File: src/rtl/adam_mem_copy.sv
// rtl/adam_mem_copy.sv - block copy/fill initiator driving the single-port ADAM RAM interface
// Copy alternates READ/WRITE per word, fill streams WRITEs; outputs are registered except copy-mode wdata.
module adam_mem_copy #(
  parameter int ADDR_WIDTH = 32,
  parameter int DATA_WIDTH = 32,
  parameter int STRB_WIDTH = DATA_WIDTH / 8,
  parameter int LEN_WIDTH  = 16
) (
  input  logic                  clk,
  input  logic                  rst_n,
  input  logic                  start,
  input  logic                  fill,
  input  logic [ADDR_WIDTH-1:0] src_addr,
  input  logic [ADDR_WIDTH-1:0] dst_addr,
  input  logic [LEN_WIDTH-1:0]  len,
  input  logic [DATA_WIDTH-1:0] pattern,
  output logic                  busy,
  output logic                  done,
  output logic                  error,
  output logic                  req,
  output logic [ADDR_WIDTH-1:0] addr,
  output logic                  we,
  output logic [STRB_WIDTH-1:0] be,
  output logic [DATA_WIDTH-1:0] wdata,
  input  logic [DATA_WIDTH-1:0] rdata
);

  typedef enum logic [1:0] {IDLE, READ, WRITE, FINISH} state_e;

  localparam logic [ADDR_WIDTH-1:0] STEP       = ADDR_WIDTH'(STRB_WIDTH);
  localparam logic [ADDR_WIDTH-1:0] ALIGN_MASK = ADDR_WIDTH'(STRB_WIDTH - 1);

  state_e                state_q, state_d;
  logic                  fill_q, fill_d;
  logic                  err_q, err_d;
  logic [ADDR_WIDTH-1:0] src_q, src_d;
  logic [ADDR_WIDTH-1:0] dst_q, dst_d;
  logic [LEN_WIDTH-1:0]  cnt_q, cnt_d;
  logic [DATA_WIDTH-1:0] pattern_q, pattern_d;
  logic                  busy_q, busy_d;
  logic                  done_q, done_d;
  logic                  error_q, error_d;
  logic                  req_q, req_d;
  logic                  we_q, we_d;
  logic [ADDR_WIDTH-1:0] addr_q, addr_d;
  logic [STRB_WIDTH-1:0] be_q, be_d;
  logic                  src_bad, dst_bad;

  assign src_bad = |(src_addr & ALIGN_MASK);
  assign dst_bad = |(dst_addr & ALIGN_MASK);

  always_comb begin
    state_d   = state_q;
    fill_d    = fill_q;
    err_d     = err_q;
    src_d     = src_q;
    dst_d     = dst_q;
    cnt_d     = cnt_q;
    pattern_d = pattern_q;
    unique case (state_q)
      IDLE: begin
        if (start) begin
          fill_d    = fill;
          src_d     = src_addr;
          dst_d     = dst_addr;
          cnt_d     = len;
          pattern_d = pattern;
          // Source alignment only matters when the source is actually read.
          err_d     = dst_bad || (!fill && src_bad);
          if (err_d || len == '0) state_d = FINISH;
          else                    state_d = fill ? WRITE : READ;
        end
      end
      READ: state_d = WRITE;
      WRITE: begin
        src_d = src_q + STEP;
        dst_d = dst_q + STEP;
        cnt_d = cnt_q - LEN_WIDTH'(1);
        if (cnt_q == LEN_WIDTH'(1)) state_d = FINISH;
        else                        state_d = fill_q ? WRITE : READ;
      end
      FINISH: state_d = IDLE;
      default: state_d = IDLE;
    endcase

    // Outputs are decoded from the next state so they are valid from the first cycle of each state.
    busy_d  = (state_d == READ) || (state_d == WRITE);
    req_d   = busy_d;
    we_d    = (state_d == WRITE);
    be_d    = we_d ? '1 : '0;
    addr_d  = (state_d == READ) ? src_d : (state_d == WRITE) ? dst_d : '0;
    done_d  = (state_d == FINISH);
    error_d = done_d && err_d;
  end

  always_ff @(posedge clk or negedge rst_n) begin
    if (!rst_n) begin
      state_q   <= IDLE;
      fill_q    <= 1'b0;
      err_q     <= 1'b0;
      src_q     <= '0;
      dst_q     <= '0;
      cnt_q     <= '0;
      pattern_q <= '0;
      busy_q    <= 1'b0;
      done_q    <= 1'b0;
      error_q   <= 1'b0;
      req_q     <= 1'b0;
      we_q      <= 1'b0;
      addr_q    <= '0;
      be_q      <= '0;
    end else begin
      state_q   <= state_d;
      fill_q    <= fill_d;
      err_q     <= err_d;
      src_q     <= src_d;
      dst_q     <= dst_d;
      cnt_q     <= cnt_d;
      pattern_q <= pattern_d;
      busy_q    <= busy_d;
      done_q    <= done_d;
      error_q   <= error_d;
      req_q     <= req_d;
      we_q      <= we_d;
      addr_q    <= addr_d;
      be_q      <= be_d;
    end
  end

  assign busy  = busy_q;
  assign done  = done_q;
  assign error = error_q;
  assign req   = req_q;
  assign we    = we_q;
  assign addr  = addr_q;
  assign be    = be_q;
  // Copy data passes straight through from the RAM's registered read port.
  assign wdata = we_q ? (fill_q ? pattern_q : rdata) : '0;

endmodule

File: config.mk
export PLATFORM = sky130hd
export DESIGN_NAME = adam_mem_copy
export DESIGN_NICKNAME = d
export VERILOG_FILES = /design/src/rtl/adam_mem_copy.sv
export SDC_FILE = /design/constraint.sdc
export NUM_CORES = 1
export LEC_CHECK = 0
export BUFFER_PORTS_ARGS = -buffer_cell sky130_fd_sc_hd__buf_2
export CAP_MARGIN = 20
export CORE_UTILIZATION = 55
export CTS_CLUSTER_SIZE = 20
export DETAILED_ROUTE_END_ITERATION = 10
export GPL_TIMING_DRIVEN = 0
export PLACE_DENSITY = 0.82
export REMOVE_ABC_BUFFERS = 1
export SLEW_MARGIN = 20
export SYNTH_ARGS = -nofsm -noshare
export SYNTH_HDL_FRONTEND = slang
export SYNTH_SLANG_ARGS = --single-unit
File: constraint.sdc
create_clock -name clk -period 5.7 [get_ports clk]
set_input_delay 0.57 -clock clk [delete_from_list [all_inputs] [get_ports clk]]
set_output_delay 0.57 -clock clk [all_outputs]
set_load 0.05 [all_outputs]
Word-level counts from Yosys, hierarchy flattened --
Cells that the tools add are included.
Word-level totals: flip-flop bits (word level) 156, bits of input ports 148, output and inout bits 73, logic and storage cells 56
Operators by class: add/sub/neg operators 3, equality and inequality tests 8, muxes and demuxes 19, reductions and logical operators 13
Operators with widths (count):
- 2-to-1 mux 32 bit | 6
- case mux 32 bit (2 select lines) | 2
- adder 32 x 3 -> 32 bit (second input constant) | 2
- case mux 16 bit (2 select lines) | 1
- == test 16 x 1 -> 1 bit (second input constant) | 1
- logical NOT 16 bit | 1
- 2-to-1 mux 16 bit | 1
- subtractor 16 x 1 -> 16 bit (second input constant) | 1
- 2-to-1 mux 2 bit | 5
- == test 2 bit (second input constant) | 4
- case mux 2 bit (4 select lines) | 1
- == test 2 x 1 -> 1 bit (second input constant) | 2
- 2-to-1 mux 4 bit | 1
- AND reduction 2 bit | 2
- OR reduction 2 bit | 2
- logical OR 1 bit | 3
- logical AND 1 bit | 2
- logical NOT 2 bit | 1
- 2-to-1 mux 1 bit | 2
- != test 2 bit (second input constant) | 1
- nonzero test 2 bit | 1
- logical NOT 1 bit | 1

Longest topological paths before layout --
word-level depth 10, gate-level depth with buffers 14, gate-level depth less buffers 12

Worst setup path before layout --
OpenSTA, ideal clock, no wires.
path type input to register, start input port start, end register addr_q[24] (netlist: addr[24]), arrival time 2.863 ns, slack 2.714 ns, stages on the path 11, buffers on the path 5, path through buf_2 > nor3b_1 > clkbuf_1 > buf_1 > a22o_1 > ha_1 > clkbuf_1 > nand2b_1 > clkbuf_1 > o32ai_1 > a211o_1
Between the ends: longest elaborated chain between the ends 5, elaborated cells on any way between the ends 10
RTL lines:
- from (decl) | RTL line 11 | input logic start,
- 2-to-1 mux 2 bit * | RTL line 62 | if (start) begin
- case mux 2 bit (4 select lines) * | RTL line 60 | unique case (state_q)
- net state_d[0] | RTL line 33 | state_e state_q, state_d;
- == test 2 bit | RTL line 91 | addr_d = (state_d == READ) ? src_d : (state_d == WRITE) ? dst_d : '0;
- 2-to-1 mux 32 bit | RTL line 91
- 2-to-1 mux 32 bit * | RTL line 91
- net addr_d[24] | RTL line 45 | logic [ADDR_WIDTH-1:0] addr_q, addr_d;
- to (signal assigned) | RTL line 125 | addr_q <= addr_d;
- to (decl) | RTL line 45
Mark *: on every way through the listed nets, which the timed path passes. The rest lies on a longest branch. A chain may end at the register's enable or synchronous reset.

Worst setup path after layout --
start register state_q[1], end register addr_q[15] (netlist: addr[15])
Between the ends: longest elaborated chain between the ends 5, elaborated cells on any way between the ends 12
RTL lines:
- from (decl) | RTL line 33
- from (signal assigned) | RTL line 113 | state_q <= state_d;
- == test 2 bit (tied with other cells) | RTL line 60
- case mux 2 bit (4 select lines) * | RTL line 60
- net state_d[0] | RTL line 33
- == test 2 bit | RTL line 91
- 2-to-1 mux 32 bit | RTL line 91
- 2-to-1 mux 32 bit * | RTL line 91
- net addr_d[15] | RTL line 45
Marks and branches as above.

==> flow_summary.json <==
{
  "required_ps": 6010,
  "cp.arrival_ps": 4080,
  "final_nets": 1307,
  "io_buffers": 220,
  "antenna_found_initial": 1,
  "routed_wl_mm": 25.16,
  "synth_edf_count": 0,
  "post-dp-hpwl_mm": 17.31,
  "synth_cell_types": 67,
  "fin_crit_ps": 3771,
  "drt_iter0_drc": 597,
  "clock_path_buffers": 2,
  "grt_pass1_vias": 7866,
  "netlist_area_um2": 8642,
  "postSynthCellCount": 979,
  "fill_cells": 1262,
  "clock-sinks": 152,
  "initial_core_util": 0.5664,
  "cts.hold.buffers_added": 0,
  "worstSetupPathType": "flip-flop to flip-flop",
  "worst_slew_pin_slew_ps": 1145,
  "setup-tns-final_ps": 0,
  "fmax_mhz": 265.2,
  "stdcell_count": 1377,
  "final_layout_size_suffix_gt1_frac": 0.2464,
  "totalPowerFinal_mw": 6.545,
  "status": "finished clean",
  "post_cts_resized": 0,
  "leakage_nw": 4.947,
  "htreeDepth": 4,
  "max-slew-margin-rel": 0.2363,
  "clk_pin_slew_ps": 60,
  "remaining_drc_errors": 0,
  "die_area_um2": 16220,
  "cp-start-kind": "flip-flop",
  "peakVddDrop_uv": 281.0,
  "synth_warnings": 0,
  "clock_latency_ps": 430,
  "cp_max_fo": 32,
  "async_reset_ff_frac": 1.000,
  "slew_viol_final": 0,
  "grt_pass1_wl_mm": 39.72,
  "hold_class": "input port to asynchronous set/reset pin",
  "area_growth_pct": 21.51,
  "track_usage": 0.3157,
  "die_w_um": 127.4,
  "vias": 8444,
  "firstDrtPassIters": 6,
  "cap_viol_max_count": 0,
  "avgSynthCellArea_um2": 8.827,
  "grt-ovfl-total": 0,
  "die_h_um": 127.4,
  "routabilityCongestion": 0.8725,
  "rows": 45,
  "dp_cells": 1344,
  "ys_ff_latch": 152,
  "vias_per_cell": 6.132,
  "cts_buffers": 17,
  "setup_viol": 0,
  "rsz0062_at_grt": "no",
  "fin_ws_ps": 1929,
  "ios": 221,
  "postRouteAntennaNets": 0,
  "root_buffer": "clkbuf_16",
  "endpoint_kind": "flip-flop",
  "finalHoldViolations": 0,
  "core_um2": 15260,
  "synth_flop_cell": "dfrtp_1",
  "skew_ps": 10.38,
  "powerDensity_nw_per_um2": 623.2,
  "cts_tree": "built",
  "postCtsSetupRepairBufs": 0,
  "grt_max_degree": 95,
  "finalCritPeriodShare": 0.6616,
  "avgRoutedWirePerCell_um": 18.27,
  "seq_area_frac_synth": 0.4401,
  "dp_slack_ps": 1765
}
-- registers in the layout, summed over array words and instances (netlist names), 2 cells and up --
signal and cells:
pattern_q 32, addr 32, state_q 2, cnt_q 16, dst_q 32, src_q 32
-- cells by family (layout without fill, tap and decap cells) --
| group | count (synthesis) | in the layout | synth area share |
|---|---|---|---|
| other | 0 | 1 | 0 |
| muxes | 55 | 55 | 0.06428 |
| adders and majority gates | 7 | 7 | 0.01013 |
| AOI/OAI and AO/OA | 232 | 232 | 0.1892 |
| xor gates and xnor gates | 1 | 1 | 0.001014 |
| and+or+nand+nor | 439 | 439 | 0.2509 |
| buffers and inverters | 93 | 279 | 0.04430 |
| DFF | 152 | 152 | 0.4401 |
-- worst paths after layout --
check / from / end / slack (ps) / depth (start not counted)
hold / removal: rst_n / pattern_q[15]$_DFFE_PN0P_ / 170 / 1
min in group clk: pattern[18] / pattern_q[18]$_DFFE_PN0P_ / 330 / 3
setup / recovery: state_q[1]$_DFF_PN0_ / addr[15]$_DFF_PN0_ / 1930 / 8
max in group asynchronous: rst_n / addr[20]$_DFF_PN0_ / 4790 / 2
setup reg to reg: state_q[1]$_DFF_PN0_ / addr[15]$_DFF_PN0_ / 1930 / 8
hold reg to reg: dst_q[1]$_DFF_PN0_ / dst_q[1]$_DFF_PN0_ / 470 / 2
-- where the power goes --
group | leakage (nW) | total (mW) | internal, mW | switching (mW)
clock | 0.267 | 1.10 | 0.650 | 0.449
sequential | 1.86 | 2.19 | 1.59 | 0.598
combinational | 2.82 | 3.25 | 1.16 | 2.09
total | 4.95 | 6.54 | 3.40 | 3.14
-- per-stage QoR --
| step | cell area, um2 | util | hold slack, ps |
|---|---|---|---|
| after floorplan | 8312 | - | 274.4 |
| after global placement | 9677 | 0.6342 | 452.1 |
| after detailed placement | 9926 | 0.6505 | 463.8 |
| after CTS | 10500 | 0.6881 | 197.4 |
| after global routing | 10500 | 0.6882 | 228.2 |
| final | 10500 | 0.6882 | 173.6 |
-- cell usage in the layout (no fill, tap or decap), drive strengths merged, types with 11 or more instances in the layout --
cell type / count
dfrtp: 152
and4: 12
nor2: 51
inv: 14
nor2b: 38
a22o: 22
clkbuf: 19
nand3: 34
a21oi: 46
mux2i: 51
o22ai: 32
nand2: 185
nor3: 20
and3: 11
buf: 233
or4: 11
nand4: 27
nor4: 13
o21ai: 33
and2: 11
a22oi: 11
o311ai: 11
-- layout make-up --
type / count / area [um2] / area share
Clock inverter: 13 / 130.1 / 0.01239
Inverter: 14 / 52.55 / 0.005004
Multi-Input combinational cell: 734 / 4493 / 0.4279
Tap cell: 211 / 264.0 / 0.02514
Clock buffer: 19 / 442.9 / 0.04218
Antenna cell: 1 / 2.502 / 0.0002383
Timing Repair Buffer: 233 / 1310 / 0.1247
Sequential cell: 152 / 3806 / 0.3624
-- per-layer routing --
| layer | GRT usage | vias up | part of all wire |
|---|---|---|---|
| met2 | 0.5211 | 440 | 0.47 |
| met3 | 0.06658 | 66 | 0.083 |
| met5 | 0 | - | 0 |
| met4 | 0.1464 | 0 | 0.030 |
| met1 | 0.3986 | 3993 | 0.41 |
| li1 | - | 3945 | - |
-- synth_stat cells, drive strengths merged (11+ instances only) --
library cell	instances	area share
and4	12	0.012
nor2b	38	0.028
nor4	13	0.011
o22ai	32	0.023
o21ai	33	0.019
dfrtp	152	0.44
nand4	27	0.020
inv	14	0.0061
and2	11	0.0080
clkbuf	60	0.026
nand3	34	0.020
a21oi	46	0.027
o311ai	11	0.012
and3	11	0.0080
a22oi	11	0.0096
nand2	185	0.080
mux2i	51	0.059
nor2	51	0.022
a22o	22	0.022
or4	11	0.0096
nor3	20	0.012
buf	19	0.012
-- critical path, cell delays in order (launching register included) --
cell and delay, ps:
dfrtp_2 800, buf_12 270, nor2b_4 680, a22o_1 330
ha_2 490, buf_16 230, nand2b_1 370, a211oi_1 130
a211o_1 330
Note: power is estimated with default switching activity, not from simulation.
